$ cat config.mk
export PLATFORM = sky130hd
export DESIGN_NAME = lap_timer_ctrl_flat
export DESIGN_NICKNAME = d
export VERILOG_FILES = /design/src/rtl/lap_timer_ctrl_if.sv /design/src/rtl/lap_timer_ctrl.sv /design/src/flat_wrapper.sv
export SDC_FILE = /design/constraint.sdc
export NUM_CORES = 1
export LEC_CHECK = 0
export ABC_CLOCK_PERIOD_IN_PS = 1950
export CAP_MARGIN = 5
export CELL_PAD_IN_SITES_DETAIL_PLACEMENT = 1
export CELL_PAD_IN_SITES_GLOBAL_PLACEMENT = 1
export CORE_MARGIN = 2
export CORE_UTILIZATION = 31
export CTS_CLUSTER_SIZE = 10
export DETAILED_ROUTE_END_ITERATION = 8
export GPL_ROUTABILITY_DRIVEN = 0
export PLACE_DENSITY = 0.82
export REMOVE_ABC_BUFFERS = 1
export SLEW_MARGIN = 30
export SYNTH_ARGS = -nofsm -noshare
export SYNTH_HDL_FRONTEND = slang
export SYNTH_SLANG_ARGS = --single-unit
export TNS_END_PERCENT = 20
$ cat constraint.sdc
create_clock -name clk -period 1.95 [get_ports clk]
set_input_delay 0.4875 -clock clk [delete_from_list [all_inputs] [get_ports clk]]
set_output_delay 0.4875 -clock clk [all_outputs]
set_load 0.03 [all_outputs]
$ cat src/rtl/lap_timer_ctrl_if.sv
// Signal bundle between the lap timer controller, the stopwatch counter and the SSD path.
// slave is the controller side; master is the side that drives buttons, ticks and live time.
interface lap_timer_ctrl_if;
    logic       tick_1hz;
    logic       pause_start;
    logic       lap_reset;
    logic [3:0] live_min_tens;
    logic [3:0] live_min_units;
    logic [3:0] live_sec_tens;
    logic [3:0] live_sec_units;
    logic [1:0] state;
    logic       count_en;
    logic       count_clr;
    logic [3:0] disp_min_tens;
    logic [3:0] disp_min_units;
    logic [3:0] disp_sec_tens;
    logic [3:0] disp_sec_units;
    logic [3:0] lap_cnt;
    logic       limit_hit;

    modport slave (
        input  tick_1hz, pause_start, lap_reset,
        input  live_min_tens, live_min_units, live_sec_tens, live_sec_units,
        output state, count_en, count_clr,
        output disp_min_tens, disp_min_units, disp_sec_tens, disp_sec_units,
        output lap_cnt, limit_hit
    );

    modport master (
        output tick_1hz, pause_start, lap_reset,
        output live_min_tens, live_min_units, live_sec_tens, live_sec_units,
        input  state, count_en, count_clr,
        input  disp_min_tens, disp_min_units, disp_sec_tens, disp_sec_units,
        input  lap_cnt, limit_hit
    );
endinterface

$ cat src/rtl/lap_timer_ctrl.sv
// Stopwatch sequencing FSM: run/pause/lap control, lap capture and display mux, 59:59 stop.
//  state | meaning
//  IDLE  | counter held clear, lap count and limit flag cleared
//  COUNT | counting, display live
//  PAUSE | counting halted, display live
//  LAP   | counting, display frozen on captured lap time
module lap_timer_ctrl #(
    parameter int LAP_CNT_MAX = 9
) (
    input  logic clk,
    input  logic rst_n,
    lap_timer_ctrl_if.slave ctrl
);
    typedef enum logic [1:0] {
        IDLE  = 2'd0,
        COUNT = 2'd1,
        PAUSE = 2'd2,
        LAP   = 2'd3
    } state_t;

    localparam logic [3:0] LAP_MAX = 4'(LAP_CNT_MAX);

    state_t      state_q;
    state_t      state_d;
    logic [15:0] lap_reg;
    logic [3:0]  lap_cnt_q;
    logic        limit_hit_q;
    logic [15:0] live;
    logic        at_limit;
    logic        running;
    logic        limit_trip;
    logic        capture;
    logic        enter_idle;

    assign live       = {ctrl.live_min_tens, ctrl.live_min_units,
                         ctrl.live_sec_tens, ctrl.live_sec_units};
    assign at_limit   = (live == 16'h5959);
    assign running    = (state_q == COUNT) || (state_q == LAP);
    assign limit_trip = ctrl.tick_1hz && running && at_limit;
    assign capture    = (state_q == COUNT) && (state_d == LAP);
    assign enter_idle = (state_q != IDLE) && (state_d == IDLE);

    always_ff @(posedge clk or negedge rst_n) begin
        if (!rst_n) begin
            state_q <= IDLE;
        end else begin
            state_q <= state_d;
        end
    end

    // A limit trip overrides any button pulse in the same cycle so the stop is never missed.
    always_comb begin
        state_d = state_q;
        if (limit_trip) begin
            state_d = PAUSE;
        end else begin
            unique case (state_q)
                IDLE: begin
                    if (ctrl.pause_start) state_d = COUNT;
                end
                COUNT: begin
                    if (ctrl.pause_start)    state_d = PAUSE;
                    else if (ctrl.lap_reset) state_d = LAP;
                end
                LAP: begin
                    if (ctrl.pause_start)    state_d = PAUSE;
                    else if (ctrl.lap_reset) state_d = COUNT;
                end
                PAUSE: begin
                    if (ctrl.pause_start) begin
                        if (!at_limit) state_d = COUNT;
                    end else if (ctrl.lap_reset) begin
                        state_d = IDLE;
                    end
                end
                default: state_d = IDLE;
            endcase
        end
    end

    always_ff @(posedge clk or negedge rst_n) begin
        if (!rst_n) begin
            lap_reg     <= 16'h0000;
            lap_cnt_q   <= 4'd0;
            limit_hit_q <= 1'b0;
        end else begin
            if (capture) begin
                lap_reg <= live;
            end
            if (enter_idle) begin
                lap_cnt_q <= 4'd0;
            end else if (capture && (lap_cnt_q < LAP_MAX)) begin
                lap_cnt_q <= lap_cnt_q + 4'd1;
            end
            if (enter_idle) begin
                limit_hit_q <= 1'b0;
            end else if (limit_trip) begin
                limit_hit_q <= 1'b1;
            end
        end
    end

    assign ctrl.state     = state_q;
    assign ctrl.count_en  = ctrl.tick_1hz && running && !at_limit;
    assign ctrl.count_clr = (state_q == IDLE);
    assign ctrl.lap_cnt   = lap_cnt_q;
    assign ctrl.limit_hit = limit_hit_q;

    assign {ctrl.disp_min_tens, ctrl.disp_min_units,
            ctrl.disp_sec_tens, ctrl.disp_sec_units} = (state_q == LAP) ? lap_reg : live;
endmodule

$ cat src/flat_wrapper.sv
// flat-port wrapper written by rule: the top's interface ports become plain ports
module lap_timer_ctrl_flat 
#(
    parameter int LAP_CNT_MAX = 9
)
  (clk, rst_n, ctrl_tick_1hz, ctrl_pause_start, ctrl_lap_reset, ctrl_live_min_tens, ctrl_live_min_units, ctrl_live_sec_tens, ctrl_live_sec_units, ctrl_state, ctrl_count_en, ctrl_count_clr, ctrl_disp_min_tens, ctrl_disp_min_units, ctrl_disp_sec_tens, ctrl_disp_sec_units, ctrl_lap_cnt, ctrl_limit_hit);
  lap_timer_ctrl_if ctrl_i ();
  input  logic clk;
  input  logic rst_n;
  input wire logic [$bits(ctrl_i.tick_1hz)-1:0] ctrl_tick_1hz;
  input wire logic [$bits(ctrl_i.pause_start)-1:0] ctrl_pause_start;
  input wire logic [$bits(ctrl_i.lap_reset)-1:0] ctrl_lap_reset;
  input wire logic [$bits(ctrl_i.live_min_tens)-1:0] ctrl_live_min_tens;
  input wire logic [$bits(ctrl_i.live_min_units)-1:0] ctrl_live_min_units;
  input wire logic [$bits(ctrl_i.live_sec_tens)-1:0] ctrl_live_sec_tens;
  input wire logic [$bits(ctrl_i.live_sec_units)-1:0] ctrl_live_sec_units;
  output wire logic [$bits(ctrl_i.state)-1:0] ctrl_state;
  output wire logic [$bits(ctrl_i.count_en)-1:0] ctrl_count_en;
  output wire logic [$bits(ctrl_i.count_clr)-1:0] ctrl_count_clr;
  output wire logic [$bits(ctrl_i.disp_min_tens)-1:0] ctrl_disp_min_tens;
  output wire logic [$bits(ctrl_i.disp_min_units)-1:0] ctrl_disp_min_units;
  output wire logic [$bits(ctrl_i.disp_sec_tens)-1:0] ctrl_disp_sec_tens;
  output wire logic [$bits(ctrl_i.disp_sec_units)-1:0] ctrl_disp_sec_units;
  output wire logic [$bits(ctrl_i.lap_cnt)-1:0] ctrl_lap_cnt;
  output wire logic [$bits(ctrl_i.limit_hit)-1:0] ctrl_limit_hit;
  assign ctrl_i.tick_1hz = ctrl_tick_1hz;
  assign ctrl_i.pause_start = ctrl_pause_start;
  assign ctrl_i.lap_reset = ctrl_lap_reset;
  assign ctrl_i.live_min_tens = ctrl_live_min_tens;
  assign ctrl_i.live_min_units = ctrl_live_min_units;
  assign ctrl_i.live_sec_tens = ctrl_live_sec_tens;
  assign ctrl_i.live_sec_units = ctrl_live_sec_units;
  assign ctrl_state = ctrl_i.state;
  assign ctrl_count_en = ctrl_i.count_en;
  assign ctrl_count_clr = ctrl_i.count_clr;
  assign ctrl_disp_min_tens = ctrl_i.disp_min_tens;
  assign ctrl_disp_min_units = ctrl_i.disp_min_units;
  assign ctrl_disp_sec_tens = ctrl_i.disp_sec_tens;
  assign ctrl_disp_sec_units = ctrl_i.disp_sec_units;
  assign ctrl_lap_cnt = ctrl_i.lap_cnt;
  assign ctrl_limit_hit = ctrl_i.limit_hit;
  lap_timer_ctrl #(.LAP_CNT_MAX(LAP_CNT_MAX)) u_core (.clk(clk), .rst_n(rst_n), .ctrl(ctrl_i));
endmodule
==> parameters.txt <==
Parameter                              Value

Run status
  Outcome    complete, but fails checks
  Failing checks    negative setup slack

Power
  Internal Dissipation    1900 µW
  Sw frac    0.399
  Total power    3160 µW
  Power density over the cells    1430 nW/µm²
  Worst vdd ir    0.000754 V
  Share of power burned in combinational logic    0.623
  Reg power frac    0.279
  Clock network power share    0.098
  Lkg Pwr    0.00114 µW
  Net Switching    1260 µW

STA
  Time the final worst path needs with I/O delays and setup    1.97 ns
  Post-Route Skew    0.00636 ns
  Relative slew margins    0.789
  Measured slew at the worst slew-check pin    0.316 ns
  RSZ-0062 raised after global routing    yes
  Total Negative Setup Slacks    -0.0310 ns
  Worst path setup slack after routing    -0.0230 ns
  Highest achievable clock rate    507 MHz
  Post-route fraction of the period consumed by the critical path    1.01
  Final count of negative-setup-slack endpoints    3
  Hold Vio Cnt, Final    0
  Max-slew violations    0

Routing
  Routed len/inst    17.7 µm
  Remaining DRCs    0
  DRT Pass-1 Iters    4
  Final Routed Wirelength    4060 µm
  Vias per inst    4.90
  Number of antenna-violating nets in the routed design    0
  Number of DRC violations after detailed-routing iteration 0    5
  Vias    1123

Synthesis
  Gate Count Post-Synth    104
  Synthesized area per cell    12.8 µm²
  Unique masters post-synth    30
  Seq cells post-synth    23
  Total of warnings raised by yosys    0
  Area of the mapped netlist    1330 µm²
  Sequential share of the synthesized area    0.433

Run
  Count of maximum capacitance violations    0

Clock tree
  Num Clock Sinks    23
  Clock root cell    sky130_fd_sc_hd__clkbuf_8
  TritonCTS Buffers    3
  Count of H-tree levels built during CTS    1
  Clock latency on the worst-skew pair    0.28 ns
  Number of buffers added to fix hold violations after cts    0
  CTS tree    yes
  Buffer depth of the longest clock path    2
  Clock slew at the register clock pins of the worst setup and hold paths    0.08 ns

Floorplanning
  Core Area    4060 µm²
  Die boundary height    69.5 µm
  Starting utilization of the core area    0.327
  Die Width    69.5 µm
  Std-Cell Rows    23
  I/O pin count    46
  Die footprint    4830 µm²

Finish
  Fraction of final layout cells sized beyond drive strength 1    0.520
  Area added between synthesis and finish    65.9%
  Final #Nets    203
  Most used cells in the layout excluding fill and tap cells    27 x sky130_fd_sc_hd__buf_4, 26 x sky130_fd_sc_hd__mux2_4, 21 x sky130_fd_sc_hd__dfrtp_1
  Antenna Diode Count    0
  Most frequent standard cell in the layout excluding fill and tap cells    sky130_fd_sc_hd__buf_4
  Flip-flop count of the largest register after layout    16

Setup path
  Biggest fanout along the worst timing path    2
  CP max stage delay    0.33 ns
  Cell family with most CP delay    simple AND/OR/NAND/NOR gates
  Crit-path cells    dlygate4sd2_1 > and4bb_2 > and4_4 > nor2_4 > buf_6
  Required time at the endpoint of the critical path    1.46 ns
  Endpoint type of the worst setup path    output port
  FF-to-FF setup slack    0.20 ns
  CP bufs+invs    2
  Library cell contributing the largest single delay on the critical path    sky130_fd_sc_hd__and4bb_2
  Critical Setup Path Class    in -> out
  Critical path startpoint category    input port
  Arrival time of the worst setup path    1.49 ns

Global route
  Via count of the first global-routing pass    1237
  Remaining Overflow, GRT    0
  Antenna violations before repair    0
  Gr usage total    0.171
  First-pass GRT wire length    6440 µm
  Pin count of the biggest net entering global routing    24

Placement
  Post-Place Worst Slack    -0.346 ns
  DP Wirelength    2640 µm
  Number of port buffers    45

Min path
  Hold/Removal Path Class    reg -> reg
-- power groups by stage --
stage	registers (µW)	logic, µW	clock network (µW)
global route	906	2090	348
detailed placement	873	1590	0
floorplan	921	915	0
global placement	856	1540	0
CTS	868	1880	317
finish	881	1970	310
-- cell type report --
cell class	instances	area, µm²
clock buffers	3	41.3
clock inverters	1	5.00
fillers	412	1850
inverters	6	22.5
multi-input cells	71	771
flip-flops and latches	23	578
well taps	50	62.6
repair buffers	75	724
-- metal layers --
layer,vias up,part of all wire,track usage
li1,520,-,-
met1,560,0.39,0.195
met2,38,0.54,0.315
met3,5,0.058,0.0465
met4,0,0.0096,0.0414
met5,-,0,0
-- stage by stage --
stage               std cells  hold WS, ns  cell area (µm²)   util
finish                    229        0.514             2200  0.543
global route              229        0.537             2200  0.543
CTS                       226        0.516             2150  0.529
detailed placement        213        0.495             1920  0.473
global placement          213        0.488             1920  0.473
floorplan                 100        0.192             1290      -
-- cells by family (layout without fill, tap and decap cells) --
| family | Yosys count | after routing | share of synthesized area |
|---|---|---|---|
| buffers and inverters | 10 | 85 | 0.0471 |
| AND/OR/NAND/NOR | 22 | 22 | 0.110 |
| flip-flops | 23 | 23 | 0.433 |
| AO/OA/AOI/OAI | 11 | 11 | 0.0603 |
| multiplexers | 36 | 36 | 0.331 |
| adder cells (fa/ha/maj) | 2 | 2 | 0.0188 |
-- repair_timing --
item | CTS | global route
buffers inserted | 8 | 3
gates resized for setup | 53 | 10
endpoints found under the setup margin | 35 | 19
gates cloned | 1 | 0
pin swaps | 6 | 2
-- worst reg2reg max path: stages (launching register included) --
cell and delay (ns):
sky130_fd_sc_hd__dfrtp_2 0.45, sky130_fd_sc_hd__buf_4 0.16, sky130_fd_sc_hd__nor3b_2 0.20, sky130_fd_sc_hd__nand2_1 0.13
sky130_fd_sc_hd__a21oi_4 0.15, sky130_fd_sc_hd__buf_12 0.18, sky130_fd_sc_hd__mux2_2 0.36
-- path summary, 6_finish.rpt --
check	depth (start not counted)	to	from
worst min register to register	1	u_core.lap_reg[4]	u_core.lap_reg[4]
max in group asynchronous	2	u_core.ctrl.state[0]	rst_n
worst max-delay path	5	ctrl_count_en	ctrl_live_sec_units[2]
worst min-delay path	1	u_core.lap_reg[4]	u_core.lap_reg[4]
worst max register to register	6	u_core.lap_reg[14]	u_core.ctrl.state[1]
min in group asynchronous	2	u_core.lap_reg[0]	rst_n
-- synth_stat cells --
cell,count,area [µm²]
sky130_fd_sc_hd__and4bb_1,3,37.5
sky130_fd_sc_hd__buf_2,1,5.00
sky130_fd_sc_hd__nand3b_1,1,7.51
sky130_fd_sc_hd__a21boi_0,1,7.51
sky130_fd_sc_hd__inv_1,6,22.5
sky130_fd_sc_hd__a21oi_4,1,16.3
sky130_fd_sc_hd__nor3b_1,1,7.51
sky130_fd_sc_hd__clkbuf_1,1,3.75
sky130_fd_sc_hd__buf_6,1,11.3
sky130_fd_sc_hd__ha_1,2,25.0
sky130_fd_sc_hd__or3b_2,1,8.76
sky130_fd_sc_hd__nand4_1,1,6.26
sky130_fd_sc_hd__o21a_1,1,7.51
sky130_fd_sc_hd__o21ai_0,4,20.0
sky130_fd_sc_hd__nand2b_1,1,6.26
sky130_fd_sc_hd__dfrtp_1,23,576
sky130_fd_sc_hd__buf_12,1,20.0
sky130_fd_sc_hd__a21oi_1,1,5.00
sky130_fd_sc_hd__nor2b_1,1,6.26
sky130_fd_sc_hd__o211a_1,1,10.0
sky130_fd_sc_hd__o211ai_1,1,7.51
sky130_fd_sc_hd__mux2i_1,3,30.0
sky130_fd_sc_hd__nand3_1,1,5.00
sky130_fd_sc_hd__nand2_1,7,26.3
sky130_fd_sc_hd__a31oi_1,1,6.26
sky130_fd_sc_hd__and4bb_2,1,12.5
sky130_fd_sc_hd__mux2_2,23,259
sky130_fd_sc_hd__mux2_4,10,150
sky130_fd_sc_hd__and4_4,1,11.3
sky130_fd_sc_hd__nor2_1,3,11.3
(Power assumes the default switching activity.)
